===== src/rtl/baccarat_pkg.sv =====
// Shared types, card constants and scoring helpers for the baccarat dealer.
package baccarat_pkg;

  typedef enum logic [3:0] {
    StDealP1,
    StDealD1,
    StDealP2,
    StDealD2,
    StEval,
    StDealP3,
    StBank,
    StDealD3,
    StDone
  } deal_state_t;

  localparam logic [3:0] CARD_NONE = 4'd0;
  localparam logic [3:0] CARD_MAX  = 4'd13;

  // Pips count face value; tens, faces and empty slots count zero.
  function automatic logic [3:0] card_value(input logic [3:0] card);
    return (card >= 4'd1 && card <= 4'd9) ? card : 4'd0;
  endfunction

  // Banker's third-card decision given its score and the player's third-card value.
  function automatic logic banker_draws(input logic [3:0] dscore, input logic [3:0] v);
    logic draw;
    draw = 1'b0;
    case (dscore)
      4'd0, 4'd1, 4'd2: draw = 1'b1;
      4'd3:             draw = (v != 4'd8);
      4'd4:             draw = (v >= 4'd2) && (v <= 4'd7);
      4'd5:             draw = (v >= 4'd4) && (v <= 4'd7);
      4'd6:             draw = (v >= 4'd6) && (v <= 4'd7);
      default:          draw = 1'b0;
    endcase
    return draw;
  endfunction

endpackage


===== src/rtl/baccarat_dealer_if.sv =====
// Card/result bundle between the dealer (master) and its consumer (slave).
interface baccarat_dealer_if;
  logic       step;
  logic [3:0] pcard1, pcard2, pcard3;
  logic [3:0] dcard1, dcard2, dcard3;
  logic [3:0] pscore, dscore;
  logic       done;
  logic       player_win, dealer_win;

  modport master (
    input  step,
    output pcard1, pcard2, pcard3, dcard1, dcard2, dcard3,
    output pscore, dscore, done, player_win, dealer_win
  );

  modport slave (
    output step,
    input  pcard1, pcard2, pcard3, dcard1, dcard2, dcard3,
    input  pscore, dscore, done, player_win, dealer_win
  );
endinterface


===== src/rtl/card_source.sv =====
// Free-running 1..13 card counter; the current value is the card dealt on a deal edge.
module card_source
  import baccarat_pkg::*;
(
  input  logic       clk_i,
  input  logic       rst_ni,
  output logic [3:0] card_o
);

  logic [3:0] cnt_q, cnt_d;

  always_comb begin
    cnt_d = (cnt_q >= CARD_MAX) ? 4'd1 : cnt_q + 4'd1;
  end

  always_ff @(posedge clk_i) begin
    if (!rst_ni) begin
      cnt_q <= 4'd1;
    end else begin
      cnt_q <= cnt_d;
    end
  end

  assign card_o = cnt_q;

endmodule


===== src/rtl/scorehand.sv =====
// Baccarat hand total: sum of three card values modulo 10.
module scorehand
  import baccarat_pkg::*;
(
  input  logic [3:0] card1_i,
  input  logic [3:0] card2_i,
  input  logic [3:0] card3_i,
  output logic [3:0] total_o
);

  logic [4:0] sum;
  logic [4:0] total;

  always_comb begin
    sum   = {1'b0, card_value(card1_i)} + {1'b0, card_value(card2_i)}
          + {1'b0, card_value(card3_i)};
    total = sum % 5'd10;
  end

  assign total_o = total[3:0];

endmodule


===== src/rtl/baccarat_dealer.sv =====
// Baccarat dealer: deals cards in order, applies third-card rules, reports the winner.
module baccarat_dealer
  import baccarat_pkg::*;
(
  input  logic                      slow_clock,
  input  logic                      resetb,
  baccarat_dealer_if.master         bus
);

  deal_state_t state_q;
  logic [3:0]  pcard1_q, pcard2_q, pcard3_q;
  logic [3:0]  dcard1_q, dcard2_q, dcard3_q;
  logic        done_q;
  logic [3:0]  card;
  logic [3:0]  pscore, dscore;

  card_source u_card_source (
    .clk_i  (slow_clock),
    .rst_ni (resetb),
    .card_o (card)
  );

  scorehand u_pscore (
    .card1_i (pcard1_q),
    .card2_i (pcard2_q),
    .card3_i (pcard3_q),
    .total_o (pscore)
  );

  scorehand u_dscore (
    .card1_i (dcard1_q),
    .card2_i (dcard2_q),
    .card3_i (dcard3_q),
    .total_o (dscore)
  );

  always_ff @(posedge slow_clock) begin
    if (!resetb) begin
      state_q  <= StDealP1;
      pcard1_q <= CARD_NONE;
      pcard2_q <= CARD_NONE;
      pcard3_q <= CARD_NONE;
      dcard1_q <= CARD_NONE;
      dcard2_q <= CARD_NONE;
      dcard3_q <= CARD_NONE;
      done_q   <= 1'b0;
    end else begin
      case (state_q)
        StDealP1: if (bus.step) begin pcard1_q <= card; state_q <= StDealD1; end
        StDealD1: if (bus.step) begin dcard1_q <= card; state_q <= StDealP2; end
        StDealP2: if (bus.step) begin pcard2_q <= card; state_q <= StDealD2; end
        StDealD2: if (bus.step) begin dcard2_q <= card; state_q <= StEval;   end
        StEval: begin
          // Naturals end the hand before either side considers a third card.
          if (pscore >= 4'd8 || dscore >= 4'd8) begin
            state_q <= StDone;
            done_q  <= 1'b1;
          end else if (pscore <= 4'd5) begin
            state_q <= StDealP3;
          end else if (dscore <= 4'd5) begin
            state_q <= StDealD3;
          end else begin
            state_q <= StDone;
            done_q  <= 1'b1;
          end
        end
        StDealP3: if (bus.step) begin pcard3_q <= card; state_q <= StBank; end
        StBank: begin
          if (banker_draws(dscore, card_value(pcard3_q))) begin
            state_q <= StDealD3;
          end else begin
            state_q <= StDone;
            done_q  <= 1'b1;
          end
        end
        StDealD3: begin
          if (bus.step) begin
            dcard3_q <= card;
            state_q  <= StDone;
            done_q   <= 1'b1;
          end
        end
        StDone:   ;
        default: begin
          state_q <= StDealP1;
          done_q  <= 1'b0;
        end
      endcase
    end
  end

  assign bus.pcard1     = pcard1_q;
  assign bus.pcard2     = pcard2_q;
  assign bus.pcard3     = pcard3_q;
  assign bus.dcard1     = dcard1_q;
  assign bus.dcard2     = dcard2_q;
  assign bus.dcard3     = dcard3_q;
  assign bus.pscore     = pscore;
  assign bus.dscore     = dscore;
  assign bus.done       = done_q;
  assign bus.player_win = done_q & (pscore >= dscore);
  assign bus.dealer_win = done_q & (dscore >= pscore);

endmodule


===== src/flat_wrapper.sv =====
// flat-port wrapper written by rule: the top's interface ports become plain ports
module baccarat_dealer_flat import baccarat_pkg::*;
  (slow_clock, resetb, bus_step, bus_pcard1, bus_pcard2, bus_pcard3, bus_dcard1, bus_dcard2, bus_dcard3, bus_pscore, bus_dscore, bus_done, bus_player_win, bus_dealer_win);
  baccarat_dealer_if bus_i ();
  input  logic slow_clock;
  input  logic resetb;
  input wire logic [$bits(bus_i.step)-1:0] bus_step;
  output wire logic [$bits(bus_i.pcard1)-1:0] bus_pcard1;
  output wire logic [$bits(bus_i.pcard2)-1:0] bus_pcard2;
  output wire logic [$bits(bus_i.pcard3)-1:0] bus_pcard3;
  output wire logic [$bits(bus_i.dcard1)-1:0] bus_dcard1;
  output wire logic [$bits(bus_i.dcard2)-1:0] bus_dcard2;
  output wire logic [$bits(bus_i.dcard3)-1:0] bus_dcard3;
  output wire logic [$bits(bus_i.pscore)-1:0] bus_pscore;
  output wire logic [$bits(bus_i.dscore)-1:0] bus_dscore;
  output wire logic [$bits(bus_i.done)-1:0] bus_done;
  output wire logic [$bits(bus_i.player_win)-1:0] bus_player_win;
  output wire logic [$bits(bus_i.dealer_win)-1:0] bus_dealer_win;
  assign bus_i.step = bus_step;
  assign bus_pcard1 = bus_i.pcard1;
  assign bus_pcard2 = bus_i.pcard2;
  assign bus_pcard3 = bus_i.pcard3;
  assign bus_dcard1 = bus_i.dcard1;
  assign bus_dcard2 = bus_i.dcard2;
  assign bus_dcard3 = bus_i.dcard3;
  assign bus_pscore = bus_i.pscore;
  assign bus_dscore = bus_i.dscore;
  assign bus_done = bus_i.done;
  assign bus_player_win = bus_i.player_win;
  assign bus_dealer_win = bus_i.dealer_win;
  baccarat_dealer u_core (.slow_clock(slow_clock), .resetb(resetb), .bus(bus_i));
endmodule

===== config.mk =====
export PLATFORM = sky130hd
export DESIGN_NAME = baccarat_dealer_flat
export DESIGN_NICKNAME = d
export VERILOG_FILES = /design/src/rtl/baccarat_pkg.sv /design/src/rtl/baccarat_dealer_if.sv /design/src/rtl/card_source.sv /design/src/rtl/scorehand.sv /design/src/rtl/baccarat_dealer.sv /design/src/flat_wrapper.sv
export SDC_FILE = /design/constraint.sdc
export NUM_CORES = 1
export LEC_CHECK = 0
export ABC_AREA = 1
export BUFFER_PORTS_ARGS = -buffer_cell sky130_fd_sc_hd__buf_2
export CAP_MARGIN = 10
export CORE_UTILIZATION = 40
export DETAILED_ROUTE_END_ITERATION = 16
export GPL_ROUTABILITY_DRIVEN = 1
export SYNTH_ARGS = -nofsm -noshare
export SYNTH_HDL_FRONTEND = slang
export SYNTH_HIERARCHICAL = 1
export SYNTH_SLANG_ARGS = --single-unit

===== constraint.sdc =====
create_clock -name slow_clock -period 4.7 [get_ports slow_clock]
set_input_delay 0.94 -clock slow_clock [delete_from_list [all_inputs] [get_ports slow_clock]]
set_output_delay 0.94 -clock slow_clock [all_outputs]
set_load 0.1 [all_outputs]

# Word-level counts from Yosys, hierarchy flattened
# Index checks and enable logic that the tools add are counted.
# W data, S select, Z words.
dict set report word_totals {
  regBits 33
  input_bits 3
  out_inout_bits 35
  word_cells 117
}
dict set report op_classes {
  addsub 5
  n_div 2
  magnitude_cmp 23
  eq_ne 24
  muxes 26
  n_bitwise 5
  reduce_logical 23
}
# cell count
set op_table {}
lappend op_table {{$mux W4} 16}
lappend op_table {{$pmux W4 S9} 1}
lappend op_table {{$eq A4 B3 Y1 const B} 7}
lappend op_table {{$ge A4 B1 Y1 const B} 6}
lappend op_table {{$le A4 B4 Y1 const B} 6}
lappend op_table {{$eq A4 B2 Y1 const B} 4}
lappend op_table {{$ne A2 B2 Y1 const B} 7}
lappend op_table {{$ge A4 B4 Y1 const B} 3}
lappend op_table {{$le A4 B3 Y1 const B} 3}
lappend op_table {{$reduce_and A2 Y1} 6}
lappend op_table {{$add A4 B4 Y5} 2}
lappend op_table {{$add A5 B4 Y5} 2}
lappend op_table {{$mod A5 B4 Y5 const B} 2}
lappend op_table {{$logic_and A1 B1 Y1} 9}
lappend op_table {{$eq A4 B1 Y1 const B} 2}
lappend op_table {{$ge A4 B3 Y1 const B} 2}
lappend op_table {{$ge A4 B4 Y1} 2}
lappend op_table {{$logic_not A4 Y1} 2}
lappend op_table {{$mux W1} 7}
lappend op_table {{$reduce_and A7 Y1} 1}
lappend op_table {{$ne A3 B2 Y1 const B} 2}
lappend op_table {{$reduce_or A6 Y1} 1}
lappend op_table {{$pmux W1 S5} 1}
lappend op_table {{$reduce_and A5 Y1} 1}
lappend op_table {{10 further kinds} 13}

# Depth between registers and ports, before layout
dict set report depth {
  word_depth 13
  depth_mapped 30
  ltp_nobuf 30
}

# Cells and area by module
# The synthesis kept the hierarchy.
# module instances cells_each area_each_um2
set by_module_without_submodules {}
lappend by_module_without_submodules {baccarat_dealer 1 206 1418.9}
lappend by_module_without_submodules {{scorehand (u_core.u_dscore)} 1 89 515.5}
lappend by_module_without_submodules {{scorehand (u_core.u_pscore)} 1 86 514.2}
lappend by_module_without_submodules {card_source 1 26 206.4}

# Worst setup path before layout
# OpenSTA, ideal clock, no wires.
dict set report synth_timing {
  kind {reg2out}
  from {register u_core.pcard3_q[3] (netlist: u_core/bus.pcard3[3])}
  to {output port bus_player_win}
  t_arrival_ns 6.486
  required_ns 3.760
  path_slack_ns -2.726
  path_stages_with_launch 23
  path_buffers 0
  cell_sequence {dfxtp_1 -> inv_1 -> nor2_1 -> o21ai_0 -> fa_1 -> inv_1 -> ha_1 -> inv_1 -> fa_1 -> nand3b_1 -> nand2_1 -> inv_1 -> ha_1 -> nor2_1 -> nand2_2 -> nand2_4 -> nand3_1 -> nand2_1 -> inv_1 -> ha_1 -> a21oi_1 -> o21ai_0 -> a21oi_1}
}
dict set report synth_between {
  elab_chain_len 7
}
# element line_no
set synth_lines {}
lappend synth_lines {{from (decl)} baccarat_dealer.sv:11} ;# logic [3:0] pcard1_q, pcard2_q, pcard3_q;
lappend synth_lines {{from (signal assigned)} baccarat_dealer.sv:67} ;# StDealP3: if (bus.step) begin pcard3_q <= card; state_q <= StBank; end
lappend synth_lines {{$ge A4 B1 Y1 / $le A4 B4 Y1 (equally long branches)} baccarat_pkg.sv:21} ;# return (card >= 4'd1 && card <= 4'd9) ? card : 4'd0;
lappend synth_lines {{$logic_and A1 B1 Y1} baccarat_pkg.sv:21}
lappend synth_lines {{$mux W4 *} baccarat_pkg.sv:21}
lappend synth_lines {{$add A5 B4 Y5 *} scorehand.sv:16} ;# + {1'b0, card_value(card3_i)};
lappend synth_lines {{$mod A5 B4 Y5 *} scorehand.sv:17} ;# total = sum % 5'd10;
lappend synth_lines {{via bus_pscore[3]} flat_wrapper.sv:14} ;# output wire logic [$bits(bus_i.pscore)-1:0] bus_pscore;
lappend synth_lines {{$ge A4 B4 Y1 *} baccarat_dealer.sv:101} ;# assign bus.player_win = done_q & (pscore >= dscore);
lappend synth_lines {{$and A1 B1 Y1 *} baccarat_dealer.sv:101}
lappend synth_lines {{to (decl)} flat_wrapper.sv:17} ;# output wire logic [$bits(bus_i.player_win)-1:0] bus_player_win;
# The timed path passes the listed nets; every way through them passes the cells marked *.

# Worst setup path after layout
dict set report layout_timing {
  from {register u_core.dcard2_q[2] (netlist: u_core/bus.dcard2[2])}
  to {output port bus_player_win}
}
dict set report layout_between {
  elab_chain_len 8
}
# element line_no
set layout_lines {}
lappend layout_lines {{from (decl)} baccarat_dealer.sv:12} ;# logic [3:0] dcard1_q, dcard2_q, dcard3_q;
lappend layout_lines {{from (signal assigned)} baccarat_dealer.sv:52} ;# StDealD2: if (bus.step) begin dcard2_q <= card; state_q <= StEval; end
lappend layout_lines {{$ge A4 B1 Y1 / $le A4 B4 Y1 (equally long branches)} baccarat_pkg.sv:21}
lappend layout_lines {{$logic_and A1 B1 Y1} baccarat_pkg.sv:21}
lappend layout_lines {{$mux W4 *} baccarat_pkg.sv:21}
lappend layout_lines {{$add A4 B4 Y5 *} scorehand.sv:15} ;# sum = {1'b0, card_value(card1_i)} + {1'b0, card_value(card2_i)}
lappend layout_lines {{$add A5 B4 Y5 *} scorehand.sv:16}
lappend layout_lines {{$mod A5 B4 Y5 *} scorehand.sv:17}
lappend layout_lines {{$ge A4 B4 Y1 *} baccarat_dealer.sv:101}
lappend layout_lines {{$and A1 B1 Y1 *} baccarat_dealer.sv:101}
# Mark *: on every way between the ends. The rest lies on a longest branch, timed or not.

==> results.md <==
- Final Setup Violations: 2
- Synth top cells by count: nand2_1, inv_1, nor2_1
- Clock Skew: 0.00472 ns
- WS Path Type: flop to output pin
- Endpoint class of the critical path: output pin
- Worst setup path end: bus_player_win
- Reg power frac: 0.312
- Area Growth Syn to Fin: 57.1%
- Slew HR: 0.673
- Final period util: 1.10
- Setup WS pre-CTS: -0.333 ns
- Syn_area_per_cell: 6.52 µm²
- Layout cell share with drive strength beyond 1: 0.465
- Initial core utilization: 0.416
- Min Hold Slack: 0.490 ns
- HPWL Detailed: 5440 µm
- Overflow left after global routing: 0
- Die Width: 83.5 µm
- # fillers: 576
- Setup TNS: -0.911 ns
- Synth Flop Type: dfxtp_1
- Cell area after layout: 4170 µm²
- GPL Wtd Cong: 0.814
- First-pass GRT wire length: 12400 µm
- DP Area: 3790 µm²
- Vias per std cell: 4.79
- Post-synth EDFFs: 0
- Reg2reg end: u_core/bus.done
- Critical path depth: 25
- Full die area: 6970 µm²
- Gr usage total: 0.214
- Post-synth top area share: 0.249
- CTS tree: built
- Hold Path Class: flop to flop
- Critical-path top delay cell: fa_1
- Initial antenna violation count: 0
- PortBufs: 37
- Ant. Diodes: 0
- Dominant cells by area after synthesis: dfxtp_1, nand2_1, inv_1, ha_1, nand3_1
- Synth area leader: dfxtp_1
- Maximum number of pins on one net before global-route repair: 19
- Mapped Area: 2660 µm²
- Post-Route WL: 7020 µm
- Async set-reset flop share out of synthesis: 0
- Post-synthesis register bit count: 33
- Yosys cell types: 28
- Post-DRT Antenna Nets: 0
- CORE AREA: 6390 µm²
- Ports: 38
- H-tree depth: 2
- Worst setup SP type: flop
- Crit path arrival time: 4.23 ns
- Logic gate share of total power: 0.463
- Final WS setup: -0.473 ns
- Max Fclk: 0.193 GHz
- Count of pins over their slew limit: 0
- Clock Tree Root: clkbuf_8
- Site Rows: 29
- Register clock-pin slew on the reported worst setup and hold paths: 0.07 ns
- RSZ-0062 raised after global routing: yes
- PwrDens: 232 nW/µm²
- Clock sinks: 33
- Num CTS Buffers: 5
- Clock Power Share: 0.225
- Vias in the first global route: 2841
- Max-cap violations: 0
- Minimum clock period: 5.17 ns
- CP most frequent cell: nand2_4
- Slew @ Worst Pin: 0.494 ns
- Post-synth net total: 437
- Pint: 0.571 mW
- Worst EP required: 3.76 ns
- Max clock buf depth: 2
- Worst setup path startpoint: u_core/bus.dcard2[2]
- Violated checks: negative setup slack
- Post-layout util: 0.653
- Via count: 2831
- Register area share after synthesis: 0.249
- Critical path fanouts, max: 3
- R2R cell count: 27
- R2r setup slk: 0.61 ns
- Buffers and inverters on the worst path: 5
- Most instantiated library cell after synthesis: nand2_1
- Synth warn: 6
- Peak VDD IR: 0.261 mV
- Sw Ratio: 0.410
- Sw Pwr: 0.397 mW
- Nets: 543
- Die span in y: 83.5 µm
- Final Hold Fails: 0
- Drt drc: 0
- Outcome: complete, but fails checks
- 1st-pass router iterations: 4
- Syn Inst Count: 407
- Lkg Pwr: 2.01 nW
- DR WL/cell: 11.9 µm
- # hold bufs at CTS: 0
- Crit path max-delay family: adder cells
- CP peak stage delay: 0.51 ns
- FF-to-FF Start: u_core/bus.dcard2[2]
- 1st-iter DRT viols: 68
- Clock latency on the worst-skew pair: 0.28 ns
[cells in the final DEF (no fill, tap or decap), types with 4 or more instances in the layout]
master    netlist  routed
o21ai_1         3       5
a21oi_2         2       6
ha_1           17      10
nor2_2          7      15
a21oi_4         0       5
ha_4            0       5
fa_1           10       8
nand2_4         4      11
dfxtp_1        33       9
nand3_2         4       8
buf_2           1      29
nor2_1         52      39
clkbuf_8        0       6
nand2_8         0       7
o21ai_0        17      12
nor2_4          1       6
nand3_1        42      37
dfxtp_4         0      23
buf_6           0       4
nand2_1        78      61
nand2_2         9      12
buf_12          0       8
inv_2           9      18
a21oi_1        34      25
inv_1          69      58
buf_4           0      62
[cell type report]
cell class | count | area, µm² | area share
well taps | 77 | 96.3 | 0.0231
flip-flops and latches | 33 | 748 | 0.179
repair buffers | 103 | 816 | 0.196
multi-input cells | 292 | 2120 | 0.509
inverters | 78 | 298 | 0.0714
clock buffers | 8 | 90.1 | 0.0216
[stage by stage]
step | power (mW) | cells
floorplan | 0.583 | 407
global placement | 0.696 | 577
detailed placement | 0.701 | 577
CTS | 0.953 | 589
global route | 1.03 | 591
finish | 0.968 | 591
[repair_timing]
| item | in CTS | in global routing |
|---|---|---|
| resized for setup | 25 | 38 |
| endpoints found under the setup margin | 2 | 8 |
| setup buffers | 4 | 2 |
| pin swaps | 5 | 13 |
[layer usage]
layer,track usage,part of all wire,vias to the layer above
li1,-,-,1492
met1,0.283,0.47,1286
met2,0.373,0.50,48
met3,0.0287,0.026,5
met4,0.0431,0.0053,0
met5,0,0,-
[state kept, by name, summed over array words and instances (netlist names)]
register / count
u_core/bus.dcard1: 4
u_core/bus.dcard2: 4
u_core/bus.dcard3: 4
u_core/bus.done: 1
u_core/bus.pcard1: 4
u_core/bus.pcard2: 4
u_core/bus.pcard3: 4
u_core/state_q: 4
u_core/u_card_source/card_o: 4
[worst min-delay path by stage]
stage / start / endpoint / slack (ns) / depth (start not counted)
final: u_core/state_q[2] / u_core/state_q[2] / 0.49 / 2
after global routing: u_core/state_q[2] / u_core/state_q[2] / 0.53 / 2
after CTS: u_core/state_q[2] / u_core/state_q[2] / 0.49 / 2
after detailed placement: u_core/state_q[2] / u_core/state_q[2] / 0.48 / 2
after global placement: u_core/state_q[2] / u_core/state_q[2] / 0.48 / 2
after floorplan: u_core/state_q[2] / u_core/state_q[2] / 0.47 / 2
[power by group through the flow]
stage / clock (mW) / combinational (mW) / sequential [mW]
CTS: 0.225 / 0.427 / 0.301
global route: 0.236 / 0.484 / 0.305
finish: 0.218 / 0.448 / 0.303
detailed placement: 0 / 0.394 / 0.307
floorplan: 0 / 0.226 / 0.357
global placement: 0 / 0.389 / 0.307
[tightest hold or removal path, stage by stage, from the launching register on]
cell and delay (ns):
dfxtp_1 0.32, nand2_1 0.08, a21oi_2 0.05
[kinds of logic (layout without fill, tap and decap cells)]
kind of cell,Yosys count,after routing,share of synthesized area
compound gates,58,58,0.116
simple gates,204,204,0.353
xor+xnor,3,3,0.00990
fa+ha+maj,27,27,0.156
flops,33,33,0.249
buf+inv,82,189,0.116
Note: power is estimated with default switching activity, not from simulation.
